File: src/rtl/uart_tx_frm.sv
// uart_tx_frm: FIFO-buffered UART transmitter with a runtime baud divisor,
// 5..8 data bits, optional even/odd parity and one or two stop bits.
// Framing configuration is captured when each byte is loaded, so the host
// may reprogram it between bytes without disturbing the frame on the line.
module uart_tx_frm #(
    parameter int DIV_W      = 16,
    parameter int FIFO_DEPTH = 4
) (
    input  logic                        clk,
    input  logic                        rst_n,
    input  logic [DIV_W-1:0]            baud_div,
    input  logic [1:0]                  data_bits,
    input  logic [1:0]                  par_mode,
    input  logic                        two_stop,
    input  logic [7:0]                  tx_data,
    input  logic                        tx_valid,
    output logic                        tx_ready,
    output logic                        TX,
    output logic                        busy,
    output logic                        tx_done,
    output logic [$clog2(FIFO_DEPTH):0] fifo_cnt
);

    localparam int PTR_W = $clog2(FIFO_DEPTH);
    localparam int CNT_W = PTR_W + 1;

    typedef enum logic [2:0] {
        IDLE,
        START,
        DATA,
        PARITY,
        STOP
    } state_t;

    state_t state;

    // Byte FIFO
    logic [7:0]       mem [FIFO_DEPTH];
    logic [PTR_W-1:0] wr_ptr;
    logic [PTR_W-1:0] rd_ptr;
    logic [CNT_W-1:0] cnt_nxt;

    // Per-frame registers, captured at load
    logic [DIV_W-1:0] div_q;
    logic [DIV_W-1:0] baud_cnt;
    logic [1:0]       dbits_q;
    logic [1:0]       par_q;
    logic             two_q;
    logic [7:0]       shreg;
    logic [2:0]       bit_idx;
    logic             par_acc;
    logic             stop_idx;

    // Decoded helpers
    logic       push;
    logic       pop;
    logic       bit_end;
    logic       last_stop;
    logic       frame_end;
    logic       idle_nxt;
    logic       par_en;
    logic [2:0] last_idx;

    // Combinational decode of bit boundaries, FIFO handshakes and next count
    // NOTE: every signal here is assigned on every pass, so no latch can form.
    always_comb begin
        bit_end   = (baud_cnt == div_q);
        last_stop = !two_q || stop_idx;
        frame_end = (state == STOP) && bit_end && last_stop;
        par_en    = (par_q == 2'd1) || (par_q == 2'd2);
        last_idx  = {1'b0, dbits_q} + 3'd4;
        push      = tx_valid && tx_ready;
        // A byte leaves the FIFO either from idle or straight out of the
        // final stop bit, which is what makes back-to-back frames gapless.
        pop       = ((state == IDLE) || frame_end) && (fifo_cnt != '0);
        idle_nxt  = ((state == IDLE) || frame_end) && !pop;
        cnt_nxt   = fifo_cnt + CNT_W'(push) - CNT_W'(pop);
    end

    // FIFO storage write
    // NOTE: the data array is deliberately not reset; pointers and count
    // alone define which entries are valid.
    always_ff @(posedge clk) begin
        if (push) begin
            mem[wr_ptr] <= tx_data;
        end
    end

    // FIFO pointers, occupancy and the registered ready/busy flags
    always_ff @(posedge clk or negedge rst_n) begin
        if (!rst_n) begin
            wr_ptr   <= '0;
            rd_ptr   <= '0;
            fifo_cnt <= '0;
            tx_ready <= 1'b1;
            busy     <= 1'b0;
        end else begin
            if (push) begin
                wr_ptr <= wr_ptr + PTR_W'(1);
            end
            if (pop) begin
                rd_ptr <= rd_ptr + PTR_W'(1);
            end
            fifo_cnt <= cnt_nxt;
            tx_ready <= (cnt_nxt != CNT_W'(FIFO_DEPTH));
            busy     <= !idle_nxt || (cnt_nxt != '0);
        end
    end

    // Frame sequencer: drives TX and the tx_done pulse as registered outputs
    // NOTE: all state updates use non-blocking assignment so every register
    // sees pre-edge values of the others, independent of statement order.
    always_ff @(posedge clk or negedge rst_n) begin
        if (!rst_n) begin
            state    <= IDLE;
            TX       <= 1'b1;
            tx_done  <= 1'b0;
            baud_cnt <= '0;
            div_q    <= '0;
            dbits_q  <= '0;
            par_q    <= '0;
            two_q    <= 1'b0;
            shreg    <= '0;
            bit_idx  <= '0;
            par_acc  <= 1'b0;
            stop_idx <= 1'b0;
        end else begin
            tx_done <= 1'b0;
            if (pop) begin
                // Load the next byte and its framing, then begin the start bit
                state    <= START;
                TX       <= 1'b0;
                shreg    <= mem[rd_ptr];
                div_q    <= baud_div;
                dbits_q  <= data_bits;
                par_q    <= par_mode;
                two_q    <= two_stop;
                baud_cnt <= '0;
                bit_idx  <= '0;
                par_acc  <= 1'b0;
                stop_idx <= 1'b0;
            end else begin
                case (state)
                    IDLE: begin
                        TX <= 1'b1;
                    end

                    START: begin
                        if (bit_end) begin
                            state    <= DATA;
                            baud_cnt <= '0;
                            TX       <= shreg[0];
                            shreg    <= shreg >> 1;
                            par_acc  <= par_acc ^ shreg[0];
                        end else begin
                            baud_cnt <= baud_cnt + DIV_W'(1);
                        end
                    end

                    DATA: begin
                        if (bit_end) begin
                            baud_cnt <= '0;
                            if (bit_idx == last_idx) begin
                                if (par_en) begin
                                    state <= PARITY;
                                    // par_acc already holds XOR of all sent bits
                                    TX    <= par_acc ^ (par_q == 2'd2);
                                end else begin
                                    state    <= STOP;
                                    TX       <= 1'b1;
                                    stop_idx <= 1'b0;
                                    // With 1-cycle bits the lone stop bit is
                                    // also the last cycle of the frame.
                                    tx_done  <= !two_q && (div_q == '0);
                                end
                            end else begin
                                bit_idx <= bit_idx + 3'd1;
                                TX      <= shreg[0];
                                shreg   <= shreg >> 1;
                                par_acc <= par_acc ^ shreg[0];
                            end
                        end else begin
                            baud_cnt <= baud_cnt + DIV_W'(1);
                        end
                    end

                    PARITY: begin
                        if (bit_end) begin
                            state    <= STOP;
                            baud_cnt <= '0;
                            TX       <= 1'b1;
                            stop_idx <= 1'b0;
                            tx_done  <= !two_q && (div_q == '0);
                        end else begin
                            baud_cnt <= baud_cnt + DIV_W'(1);
                        end
                    end

                    STOP: begin
                        if (bit_end) begin
                            baud_cnt <= '0;
                            if (!last_stop) begin
                                stop_idx <= 1'b1;
                                tx_done  <= (div_q == '0);
                            end else begin
                                // Frame over and nothing queued
                                state <= IDLE;
                                TX    <= 1'b1;
                            end
                        end else begin
                            baud_cnt <= baud_cnt + DIV_W'(1);
                            // Raise tx_done so it lines up with the final cycle
                            tx_done  <= last_stop && ((baud_cnt + DIV_W'(1)) == div_q);
                        end
                    end

                    default: begin
                        state <= IDLE;
                        TX    <= 1'b1;
                    end
                endcase
            end
        end
    end

endmodule

File: config.mk
export PLATFORM = sky130hd
export DESIGN_NAME = uart_tx_frm
export DESIGN_NICKNAME = d
export VERILOG_FILES = /design/src/rtl/uart_tx_frm.sv
export SDC_FILE = /design/constraint.sdc
export NUM_CORES = 1
export LEC_CHECK = 0
export ABC_CLOCK_PERIOD_IN_PS = 7800
export CORE_ASPECT_RATIO = 1.5
export CORE_MARGIN = 3
export CORE_UTILIZATION = 63
export DETAILED_ROUTE_END_ITERATION = 6
export GPL_TIMING_DRIVEN = 0
export PLACE_DENSITY = 0.83
export SYNTH_ARGS = -nofsm -noshare
export SYNTH_HDL_FRONTEND = slang
export SYNTH_SLANG_ARGS = --single-unit
File: constraint.sdc
create_clock -name clk -period 7.8 [get_ports clk]
set_input_delay 1.17 -clock clk [delete_from_list [all_inputs] [get_ports clk]]
set_output_delay 1.17 -clock clk [all_outputs]
set_load 0.1 [all_outputs]
; Yosys cells after proc, flatten, opt, wreduce, memory -nomap -nowiden
; Memory sizes are Yosys's and may differ from the RTL's.
; Index checks and enable logic that the tools add are counted.
[classes]
add_sub_neg = 7
n_bitwise = 2
reduce_logical = 29
mux = 53
eq_ne = 21
[ops]
columns = op, count
row1 = $mux 16, 3
row2 = $mux 3, 12
row3 = $eq 16x16->1, 2
row4 = $mux 8, 4
row5 = $ne 3x3->1 const B, 10
row6 = $mux 1, 28
row7 = $add 16x1->16 const B, 1
row8 = $logic_not 16->1, 1
row9 = $pmux 8 s2, 1
row10 = $pmux 3 s5, 1
row11 = $reduce_and 7->1, 2
row12 = $reduce_bool 3->1, 3
row13 = $logic_and 1x1->1, 7
row14 = $eq 3x2->1 const B, 2
row15 = $pmux 1 s3, 2
row16 = $reduce_bool 2->1, 3
row17 = $reduce_and 5->1, 1
row18 = $add 2x1->2 const B, 2
row19 = $logic_or 1x1->1, 4
row20 = $ne 2x2->1 const B, 2
row21 = $pmux 1 s4, 1
row22 = $reduce_and 4->1, 1
row23 = $reduce_bool 4->1, 1
row24 = $reduce_or 4->1, 1
row25 = 14 further kinds, 17
[word_totals]
in_bits = 32
ram_bits = 32
mem_count = 1
wordCells = 130
register_bits = 64
out_inout_bits = 7
[memory_table]
columns = name, words, word_bits, rd, rd_clocked_by_memory_dff, write_ports, line_no
row1 = mem, 4, 8, 1, 0, 1, 38  ; logic [7:0] mem [FIFO_DEPTH];

; Depth between registers and ports, before layout
; Gate-level depths: netlist (run 1).
[logic_depth]
ltp_word = 9
mapped_depth = 14
ltp_nobuf = 11

; Worst setup path before layout (run 1)
; Ideal clock, no wire load.
[synth_timing]
kind = reg-to-reg
from = reg fifo_cnt[0]
to = reg busy
required_time_ns = 7.652
setup_time_ns = 0.148
arrival_ns = 3.192
period_less_slack_ns = 3.340
path_buffers = 2
setup_slack_ns = 4.460
path_stages_with_launch = 13
cell_sequence = dfrtp_1 -> nor3_1 -> nand2b_1 -> o31ai_1 -> buf_2 -> buf_2 -> ha_1 -> inv_1 -> ha_1 -> fa_1 -> xnor2_1 -> xnor2_1 -> nand4b_1
[synth_between]
elab_cells_between_ends = 9
cone_classes = 2 x add/sub / 7 x reduce/logical
[synth_rtl]
columns = item, line_no
row1 = "start, declared", 21  ; output logic [$clog2(FIFO_DEPTH):0] fifo_cnt
row2 = "start signal, assigned", 104  ; fifo_cnt <= cnt_nxt;
row3 = branches (longest 2 deep; another with $add 3x1->3), n/a
row4 = $sub 3x1->3 (*), 77  ; cnt_nxt = fifo_cnt + CNT_W'(push) - CNT_W'(pop);
row5 = via cnt_nxt[2], 41  ; logic [CNT_W-1:0] cnt_nxt;
row6 = $reduce_bool 3->1 (*), 106  ; busy <= !idle_nxt || (cnt_nxt != '0);
row7 = $logic_or 1x1->1 (*), 106
row8 = "end signal, assigned", 106
row9 = "end, declared", 19  ; output logic busy,
; Mark *: on every way through the listed nets, which the timed path passes.
; A chain may end at the register's enable or synchronous reset.

; Worst setup path after layout (run 1)
[layout_timing]
from = reg baud_cnt[11]
to = reg busy
[layout_between]
elab_cells_between_ends = 11
cone_classes = 1 x add/sub / 1 x eq/ne / 9 x reduce/logical
[layout_rtl]
columns = item, line_no
row1 = "start, declared", 45  ; logic [DIV_W-1:0] baud_cnt;
row2 = "start signal, assigned", 156  ; baud_cnt <= baud_cnt + DIV_W'(1);
row3 = "start signal, assigned", 183  ; baud_cnt <= baud_cnt + DIV_W'(1);
row4 = "start signal, assigned", 195  ; baud_cnt <= baud_cnt + DIV_W'(1);
row5 = $eq 16x16->1, 67  ; bit_end = (baud_cnt == div_q);
row6 = $logic_and 1x1->1 (2 in series), 69  ; frame_end = (state == STOP) && bit_end && last_stop;
row7 = $logic_or 1x1->1, 75  ; pop = ((state == IDLE) || frame_end) && (fifo_cnt != '0);
row8 = $logic_and 1x1->1, 75
row9 = $sub 3x1->3, 77
row10 = via cnt_nxt[2], 41
row11 = $reduce_bool 3->1, 106
row12 = $logic_or 1x1->1, 106
; The timed path passes the listed nets, and every way through them passes these cells.

==> results, run 1 <==
- Once the floorplan was initialized, standard cells occupied 65.3% of the core.
- The commonest cells after synthesis are 62 x sky130_fd_sc_hd__dfrtp_1, 32 x sky130_fd_sc_hd__edfxtp_1, 28 x sky130_fd_sc_hd__a21oi_1.
- The largest net degree at the start of global routing is 41.
- The class of the worst hold path is reg2reg.
- During synthesis, Yosys emitted a total of 0 warnings.
- The endpoint kind of the worst setup timing path is a flip-flop.
- Static timing analysis puts the maximum clock frequency at 268 MHz.
- The clock skew after layout is roughly 12 ps.
- STA classifies the critical path startpoint as a flip-flop.
- The internal power of the cells is 0.00113 W.
- The length in cells of the worst reg-to-reg path is 14.
- The startpoint identified for the worst register-to-register timing path is baud_cnt[11].
- At the pin with the least slew margin, the transition time is 965 ps.
- Yosys attributes the largest share of cell area to sky130_fd_sc_hd__dfrtp_1 32%, sky130_fd_sc_hd__edfxtp_1 20%, sky130_fd_sc_hd__mux2_2 5.4%.
- The met2 wire length is about 5700 um.
- The count of boundary I/O pins is 39.
- The antenna diode count is 0.
- Sequential cells were found to cover between 50% and 60% of the synthesized design area.
- Detailed routing placed a total of 368 um of wire on met3.
- The detailed router put a total of 3680 um of wire on met1.
- The source-to-sink clock delay at the later pin of the worst-skew pair is 360 ps.
- The headroom to the max-slew limit is 35.4%.
- The routed wire length per instance is 18.1 um.
- The number of nets handed over by synthesis was approximately 450.
- The remaining global-route overflow is 0.
- The placer's final routability congestion estimate is 1.00.
- The maximum buffer depth of the clock tree is 2.
- The total routed wirelength is between 10000 and 15000 um.
- The buffer cell driving the clock tree root is sky130_fd_sc_hd__clkbuf_8.
- The floorplan core area is 7320 sq um.
- The arrival time reported for the critical path endpoint is 3950 ps.
- The worst-case hold path end point is TX.
- The worst hold path startpoint is TX.
- Setup repair after global routing left no endpoint under its margin.
- The relative area change from synthesis to final layout is 14.5%.
- The required time at the endpoint of the critical path is approximately 8000 ps.
- The total count of max-transition violations in the final report is 0.
- The worst-case IR drop observed on VDD is 0.349 mV.
- The setup check on the worst reg-to-reg path leaves a slack of 4070 ps.
- The first global-routing pass estimated between 15000 and 20000 um of wire.
- The floorplan die area is about 8700 sq um.
- Clock tree synthesis inserted a total of 9 buffers.
- The mapped netlist covers roughly 4800 sq um.
- The sequential group share of total power is 41.6%.
- The initial antenna violation count came to 0.
- The via-per-instance ratio is 6.09.
- The capture point of the worst reg-to-reg path is busy.
- The detailed-router iteration count before antenna repair is 4.
- For this run, asynchronously set or reset flops after synthesis account for about two thirds.
- The highest metal layer with signal wires is met4.
- The top cell type's share of synthesized area is 32.5%.
- The tree built by TritonCTS fans out to 96 sinks.
- The count of routing violations after the opening detailed-route iteration is 187.
- The most critical setup path has its startpoint at baud_cnt[11].
- The worst hold path depth is 2.
- The analysis attributes to cell leakage a power of 2.13 nW.
- The number of instances resized during post-cts repair is 0.
- Along the worst path, the maximum fanout reaches 10.
- From bottom edge to top edge, the die measures 113 um.
- For this run, the total global-route usage over all layers was measured as a little over a quarter.
- The number of nets still failing antenna checks after routing is 0.
- The critical path is of the reg2reg type.
- The biggest area contributor in the post-synthesis netlist is sky130_fd_sc_hd__dfrtp_1.
- The number of distinct standard cells referenced by the synthesized netlist is 51.
- Post-CTS timing repair inserted 0 buffers for setup.
- The synthesized area divided by synthesized cell count is 11.6 sq um.
- TritonCTS built the clock tree.
- Per report_power, the combinational group accounts for 43.1% of the total.
- The number of maximum-capacitance violations is 0.
- After routing, the total negative slack on setup checks comes to 0 ps.
- The final cycle utilization of the critical path is 47.8%.
- The count of nets after finishing is 503.
- The total setup violations reported at the end of the flow is 0.
- The analysis attributes to net switching a power of 0.000765 W.
- Row generation in the floorplan step produced 38 rows.
- After clock tree synthesis, the clock-pin slew on the worst setup and hold paths is about 90 ps.
- The number of global-route vias before repair is 3613.
- The horizontal extent of the die is 77.1 um.
- The flow ran to the end, and the final reports show no timing, DRC or antenna violations.
- The fraction of layout cells with a size suffix above 1 is 13.9%.
- After layout, the minimum clock period comes to 3730 ps.
- The hold violation count in the final report is 0.
- The DRC violation count after routing is 0.
- The placed wire-length estimate is 7870 um.
- The synthesized design contains 96 register bits.
- The maximum level of the CTS H-tree is 3.
- Per report_power, the clock group accounts for 15.3% of the total.
- In this run the power density over the cells is roughly 350 nW/um^2.
- In the synthesized netlist the dominant register cell turns out to be sky130_fd_sc_hd__dfrtp_1.
- Hold repair after CTS inserted 0 buffers.
- The via count is about 3400.
- Net switching is roughly two fifths of the power.
- Buffers placed on the I/O ports in this run total 38.
- The tightest hold path in the finished design has a slack of 508 ps.
- sky130_fd_sc_hd__dfrtp_1 is the most common cell in the netlist.
- The post-synthesis instance total is 411.
- The number of synthesized flops with an enable pin is 32.
## worst max-delay path by stage
| stage | depth (start not counted) | slack [ps] | end |
|---|---|---|---|
| 5_1_grt | 14 | 3660 | busy |
| 2_1_floorplan | 12 | 4460 | busy |
| 3_5_place_dp | 14 | 4070 | busy |
| 6_report | 14 | 4070 | busy |
| 3_3_place_gp | 1 | 3530 | rd_ptr[1] |
| 4_1_cts | 14 | 4050 | busy |
## placed cells by master, fill, tap and decap left out, types with 10 or more instances in the layout
cell type / n
sky130_fd_sc_hd__inv_1: 15
sky130_fd_sc_hd__mux2_2: 23
sky130_fd_sc_hd__xor2_1: 21
sky130_fd_sc_hd__dfrtp_1: 62
sky130_fd_sc_hd__nor2_1: 24
sky130_fd_sc_hd__clkbuf_1: 11
sky130_fd_sc_hd__o21ai_0: 20
sky130_fd_sc_hd__clkdlybuf4s50_1: 37
sky130_fd_sc_hd__a21oi_1: 28
sky130_fd_sc_hd__edfxtp_1: 32
sky130_fd_sc_hd__nand2_1: 23
sky130_fd_sc_hd__nand3_1: 13
sky130_fd_sc_hd__buf_2: 10
sky130_fd_sc_hd__xnor2_1: 14
sky130_fd_sc_hd__nor3_1: 11
## sequential cells by signal (all words and copies together) (netlist names)
name,count
div_q,16
shreg,8
dbits_q,2
baud_cnt,16
wr_ptr,2
mem,32
tx_ready,1
stop_idx,1
fifo_cnt,3
tx_done,1
par_acc,1
state,3
par_q,2
busy,1
rd_ptr,2
two_q,1
TX,1
bit_idx,3
## power groups by stage
stage / combinational, W / clock [W] / sequential [W]
2_1_floorplan: 0.000538 / 0 / 0.000847
3_3_place_gp: 0.000791 / 0 / 0.000792
3_5_place_dp: 0.000817 / 0 / 0.000800
4_1_cts: 0.000822 / 0.000298 / 0.000789
5_1_grt: 0.000899 / 0.000320 / 0.000810
6_report: 0.000818 / 0.000290 / 0.000791
## final cells by class
class | count | area [sq um]
Timing Repair Buffer | 39 | 395
Fill cell | 541 | 1850
Sequential cell | 96 | 2560
Buffer | 23 | 105
Inverter | 15 | 56.3
Tap cell | 100 | 125
Clock buffer | 10 | 128
Multi-Input combinational cell | 277 | 2050
Clock inverter | 6 | 42.5
## routing by layer
layer  vias to the layer above  global-route usage, %
li1                       1604                      -
met1                      1703                   27.2
met2                       100                   47.7
met3                        40                   4.65
met4                         0                   16.0
met5                         -                      0
## critical path: stages (launching register included)
cell and delay [ps]:
sky130_fd_sc_hd__dfrtp_1 370, sky130_fd_sc_hd__clkbuf_1 190, sky130_fd_sc_hd__xor2_1 180, sky130_fd_sc_hd__nor4_1 400
sky130_fd_sc_hd__nand4_1 250, sky130_fd_sc_hd__o31ai_1 320, sky130_fd_sc_hd__buf_2 330, sky130_fd_sc_hd__buf_2 290
sky130_fd_sc_hd__ha_1 150, sky130_fd_sc_hd__inv_1 40, sky130_fd_sc_hd__ha_1 180, sky130_fd_sc_hd__fa_1 390
sky130_fd_sc_hd__xnor2_1 150, sky130_fd_sc_hd__xnor2_1 160, sky130_fd_sc_hd__nand4b_1 180
## per-stage QoR
step / std cells / setup slack, ps / util (%) / instance area [sq um] / power, W
6_report: 566 / 4070 / 74.7 / 5470 / 0.00190
5_1_grt: 566 / 3660 / 74.7 / 5470 / 0.00203
4_1_cts: 566 / 4050 / 74.7 / 5470 / 0.00191
3_5_place_dp: 550 / 4070 / 72.4 / 5300 / 0.00162
3_3_place_gp: 549 / 3530 / 72.2 / 5280 / 0.00158
2_1_floorplan: 411 / 4460 / - / 4780 / 0.00138
## cell families after synthesis
group	count (synthesis)	synth area share, %
and+or+nand+nor	119	13.0
buffers and inverters	38	3.38
adders and majority gates	10	2.78
xor gates and xnor gates	35	6.42
AOI/OAI and AO/OA	73	9.72
muxes	40	11.1
DFF	96	53.7
Power figures use the tool's default switching activity.
==> run 2: changes to the inputs <==
ABC_CLOCK_PERIOD_IN_PS = 3500   (was 7800)
CORE_UTILIZATION = 58   (was 63)
PLACE_DENSITY = 0.77   (was 0.83)
clock period = 3.5 ns   (was 7.8 ns; I/O delays follow)
==> run 2 against run 1 <==
Power increased by 140%. Die area up 8.0%. Clock skew is 3.1 ps lower. Count of clock-buffer cells in the layout unchanged. Sequential power increased by 120%. Sequential share of layout area shrank 1.2 points. Via count fell by 1.2%. Critical path depth decreased by 2. Cell count is 0.18% higher. Largest cell class unchanged. Wire length increased by 6.3%. Global-route usage shrank 0.63 points. First-iteration DRC count grew 12%.
==> results, run 2 (synthesized netlist as in run 1, its figures left out) <==
- In the layout the commonest cells are 62 x sky130_fd_sc_hd__dfrtp_1, 37 x sky130_fd_sc_hd__clkdlybuf4s50_1, 32 x sky130_fd_sc_hd__edfxtp_1.
- Counting flops per register, the top entry is mem.
- The net switching power is 0.00180 W (+130%).
- The most common library cell in the layout ignoring fill and taps is sky130_fd_sc_hd__dfrtp_1.
- The hold violation count in the final report is 0 (unchanged).
- In this run the worst setup path begins at baud_cnt[10].
- The routed wire length per instance is 19.2 um (+6.1%).
- The floorplan core area is 7810 sq um (+6.6%).
- The internal power of the cells is 0.00278 W (+140%).
- The antenna diode count is 0 (unchanged).
- The number of maximum-capacitance violations was 0 (unchanged).
- The placed wire-length estimate came to 7990 um (+1.6%).
- The total routing usage reported by global routing is 25.4% (-0.63 points).
- The maximum vdd ir drop is 0.815 mV (+130%).
- The TritonCTS buffer count was 9 (unchanged).
- The startpoint identified for the worst register-to-register timing path is baud_cnt[10].
- The vertical die dimension is 117 um (+4.0%).
- The number of core rows is 39 (+2.6%).
- In the final layout, the registers with the most flip-flops are mem (32), baud_cnt (16), div_q (16).
- The number of flip-flops under the largest register name was 32 (unchanged).
- The post-route worst setup slack came to 206 ps (-3860 ps).
- The via count is 3406 (-1.2%).
- The total count of max-transition violations in the final report was 0 (unchanged).
- The post-CTS clock slew at the launch and capture registers of the worst setup and hold paths is 70 ps (-20 ps).
- The detailed-router iteration count before antenna repair is 5 (+1).
- The slowest stage cell on the critical path is sky130_fd_sc_hd__dfrtp_1.
- The final non-filler cell area is 5620 sq um (+2.7%).
- The first-pass GRT wire length is 17600 um (+0.27%).
- The final cycle utilization of the critical path is 94.1% (+46 points).
- The required time at the endpoint of the critical path is 3700 ps (-4310 ps).
- The number of fillers in the final layout is 538 (-0.55%).
- The achievable clock frequency is 304 MHz (+13%).
- The buffer cell driving the clock tree root is sky130_fd_sc_hd__clkbuf_16.
- The worst setup path is launched from a flip-flop.
- The count of nets after finishing is 502 (-0.20%).
- The final-layout setup total negative slack is 0 ps (unchanged).
- The count of boundary I/O pins is 39 (unchanged).
- The count of routing violations after the opening detailed-route iteration is 209 (+12%).
- The areal power density over the cells is 814 nW/um^2 (+130%).
- The clock skew after layout came to 9.08 ps (-3.09 ps).
- By startpoint and endpoint, the worst setup path is classified as reg2reg.
- The largest net degree at the start of global routing is 65 (+59%).
- The class of the worst hold path is in2async.
- The relative area change from synthesis to final layout is 17.5%.
- The peak fanout along the critical path came to 19 (+9).
- The share of total power in the clock network came to 20.3% (+5.0 points).
- The total routed wirelength was 10900 um (+6.3%).
- The DRC violation count after routing was 0 (unchanged).
- The floorplan die area is 9390 sq um (+8.0%).
- The maximum level of the CTS H-tree is 3 (unchanged).
- The leakage power of the design is 2.18 nW (+2.3%).
- The initial antenna violation count is 0 (unchanged).
- The switching share of total power is 39.3% (-1.0 points).
- The source-to-sink clock delay at the later pin of the worst-skew pair is 350 ps (about the same).
- The starting utilization of the core area is 61.2% (-4.1 points).
- The number of buffer cells added on primary ports is 38 (unchanged).
- The via-per-instance ratio was 6.01 (-1.4%).
- The worst setup timing slack at the placement stage is -348 ps (-4420 ps).
- The maximum buffer depth of the clock tree is 2 (unchanged).
- The cell area after placement came to 5280 sq um (-0.28%).
- The number of nets still failing antenna checks after routing is 0 (unchanged).
- The headroom to the max-slew limit is 35.3% (-0.15 points).
- The TritonCTS sink count came to 96 (unchanged).
- The number of global-route vias before repair is 3578 (-0.97%).
- Walking the worst path, the cells encountered are xor2_1 -> nor4_2 -> nand4_1 -> o31ai_4 -> buf_8 -> ha_1 -> inv_1 -> ha_1 -> fa_1 -> xnor2_1 -> xnor2_1 -> nand4b_1.
- The slew at the pin closest to its max-slew limit is 968 ps (+2.19 ps).
- The post-layout minimum cycle time came to 3290 ps (-438 ps).
- The sequential group share of total power is 38.8% (-2.8 points).
- The combinational power share is 40.9% (-2.2 points).
- STA classifies the critical path endpoint as a flip-flop.
- The delay contributed by the slowest stage of the critical path is 450 ps (+50 ps).
- The flow ran to the end, and the final reports show no timing, DRC or antenna violations.
- The fraction of layout cells with a size suffix above 1 is 15.3% (+1.3 points).
- The total setup violations reported at the end of the flow is 0 (unchanged).
- The horizontal extent of the die is 80.1 um (+3.9%).
- The remaining global-route overflow came to 0 (unchanged).
- TritonCTS built the clock tree.
- The placer's final routability congestion estimate came to 0.936 (-6.4%).
- The arrival time reported for the critical path endpoint came to 3490 ps (-460 ps).
run 2: cell count changes in the layout (fill, tap and decap cells not counted), sizes merged:
| cell | delta |
|---|---|
| inv | +2 |
| clkbuf | -1 |
| clkinv | -3 |
| clkinvlp | +1 |
run 2: layer usage:
layer	vias to the layer above	global-route usage [%]	routed length (um)
met3	31	4.13	379
met1	1676	27.2	4030
met4	0	14.1	410
li1	1602	-	-
met2	97	46.9	6050
met5	-	0	0
run 2: power by group through the flow:
stage / clock (W) / sequential [W] / combinational (W)
floorplan: 0 / 0.00189 / 0.00120
global placement: 0 / 0.00177 / 0.00177
detailed placement: 0 / 0.00179 / 0.00183
CTS: 0.000944 / 0.00177 / 0.00185
global route: 0.000989 / 0.00181 / 0.00205
finish: 0.000929 / 0.00177 / 0.00187
run 2: path summary, 6_finish.rpt:
path | end | slack [ps] | depth (start not counted)
worst max-delay path | busy | 210 | 12
worst min-delay path | baud_cnt[0] | 240 | 1
worst max register to register | busy | 210 | 12
worst min register to register | par_q[1] | 520 | 1
max in group asynchronous | div_q[4] | 2680 | 1
min in group clk | par_q[1] | 520 | 1
run 2: worst max-delay path: cells and delay by family, from the launching register on:
| kind | cells | cell delay [ps] |
|---|---|---|
| xor gates and xnor gates | 3 | 550 |
| and+or+nand+nor | 3 | 820 |
| adders and majority gates | 3 | 710 |
| buffers and inverters | 2 | 270 |
| DFF | 1 | 450 |
| AOI/OAI and AO/OA | 1 | 340 |
run 2: per-stage QoR:
step | hold WS [ps] | total power, W | std cells | utilization (%)
after floorplan | 229 | 0.00309 | 411 | -
after global placement | 496 | 0.00355 | 551 | 67.7
after detailed placement | 500 | 0.00362 | 551 | 67.7
after CTS | 300 | 0.00456 | 566 | 71.5
after global routing | 345 | 0.00485 | 567 | 71.9
final | 242 | 0.00457 | 567 | 71.9
run 2: area by class of cell:
type                    instances  area, sq um  area share (%)
clock buffers                  10          229            4.08
flip-flops and latches         96         2560            45.7
repair buffers                 40          393            6.99
plain buffers                  21          106            1.89
clock inverters                 6         50.0           0.891
multi-input cells             277         2090            37.2
well taps                     102          128            2.27
inverters                      15         56.3            1.00
run 2: what timing repair did:
| action | 4_1_cts | 5_1_grt |
|---|---|---|
| gates resized for setup | 4 | 5 |
| hold buffers | 0 | 0 |
| setup endpoints to repair | 4 | 2 |
| buffers inserted | 1 | 1 |
| pin swaps | 2 | 2 |
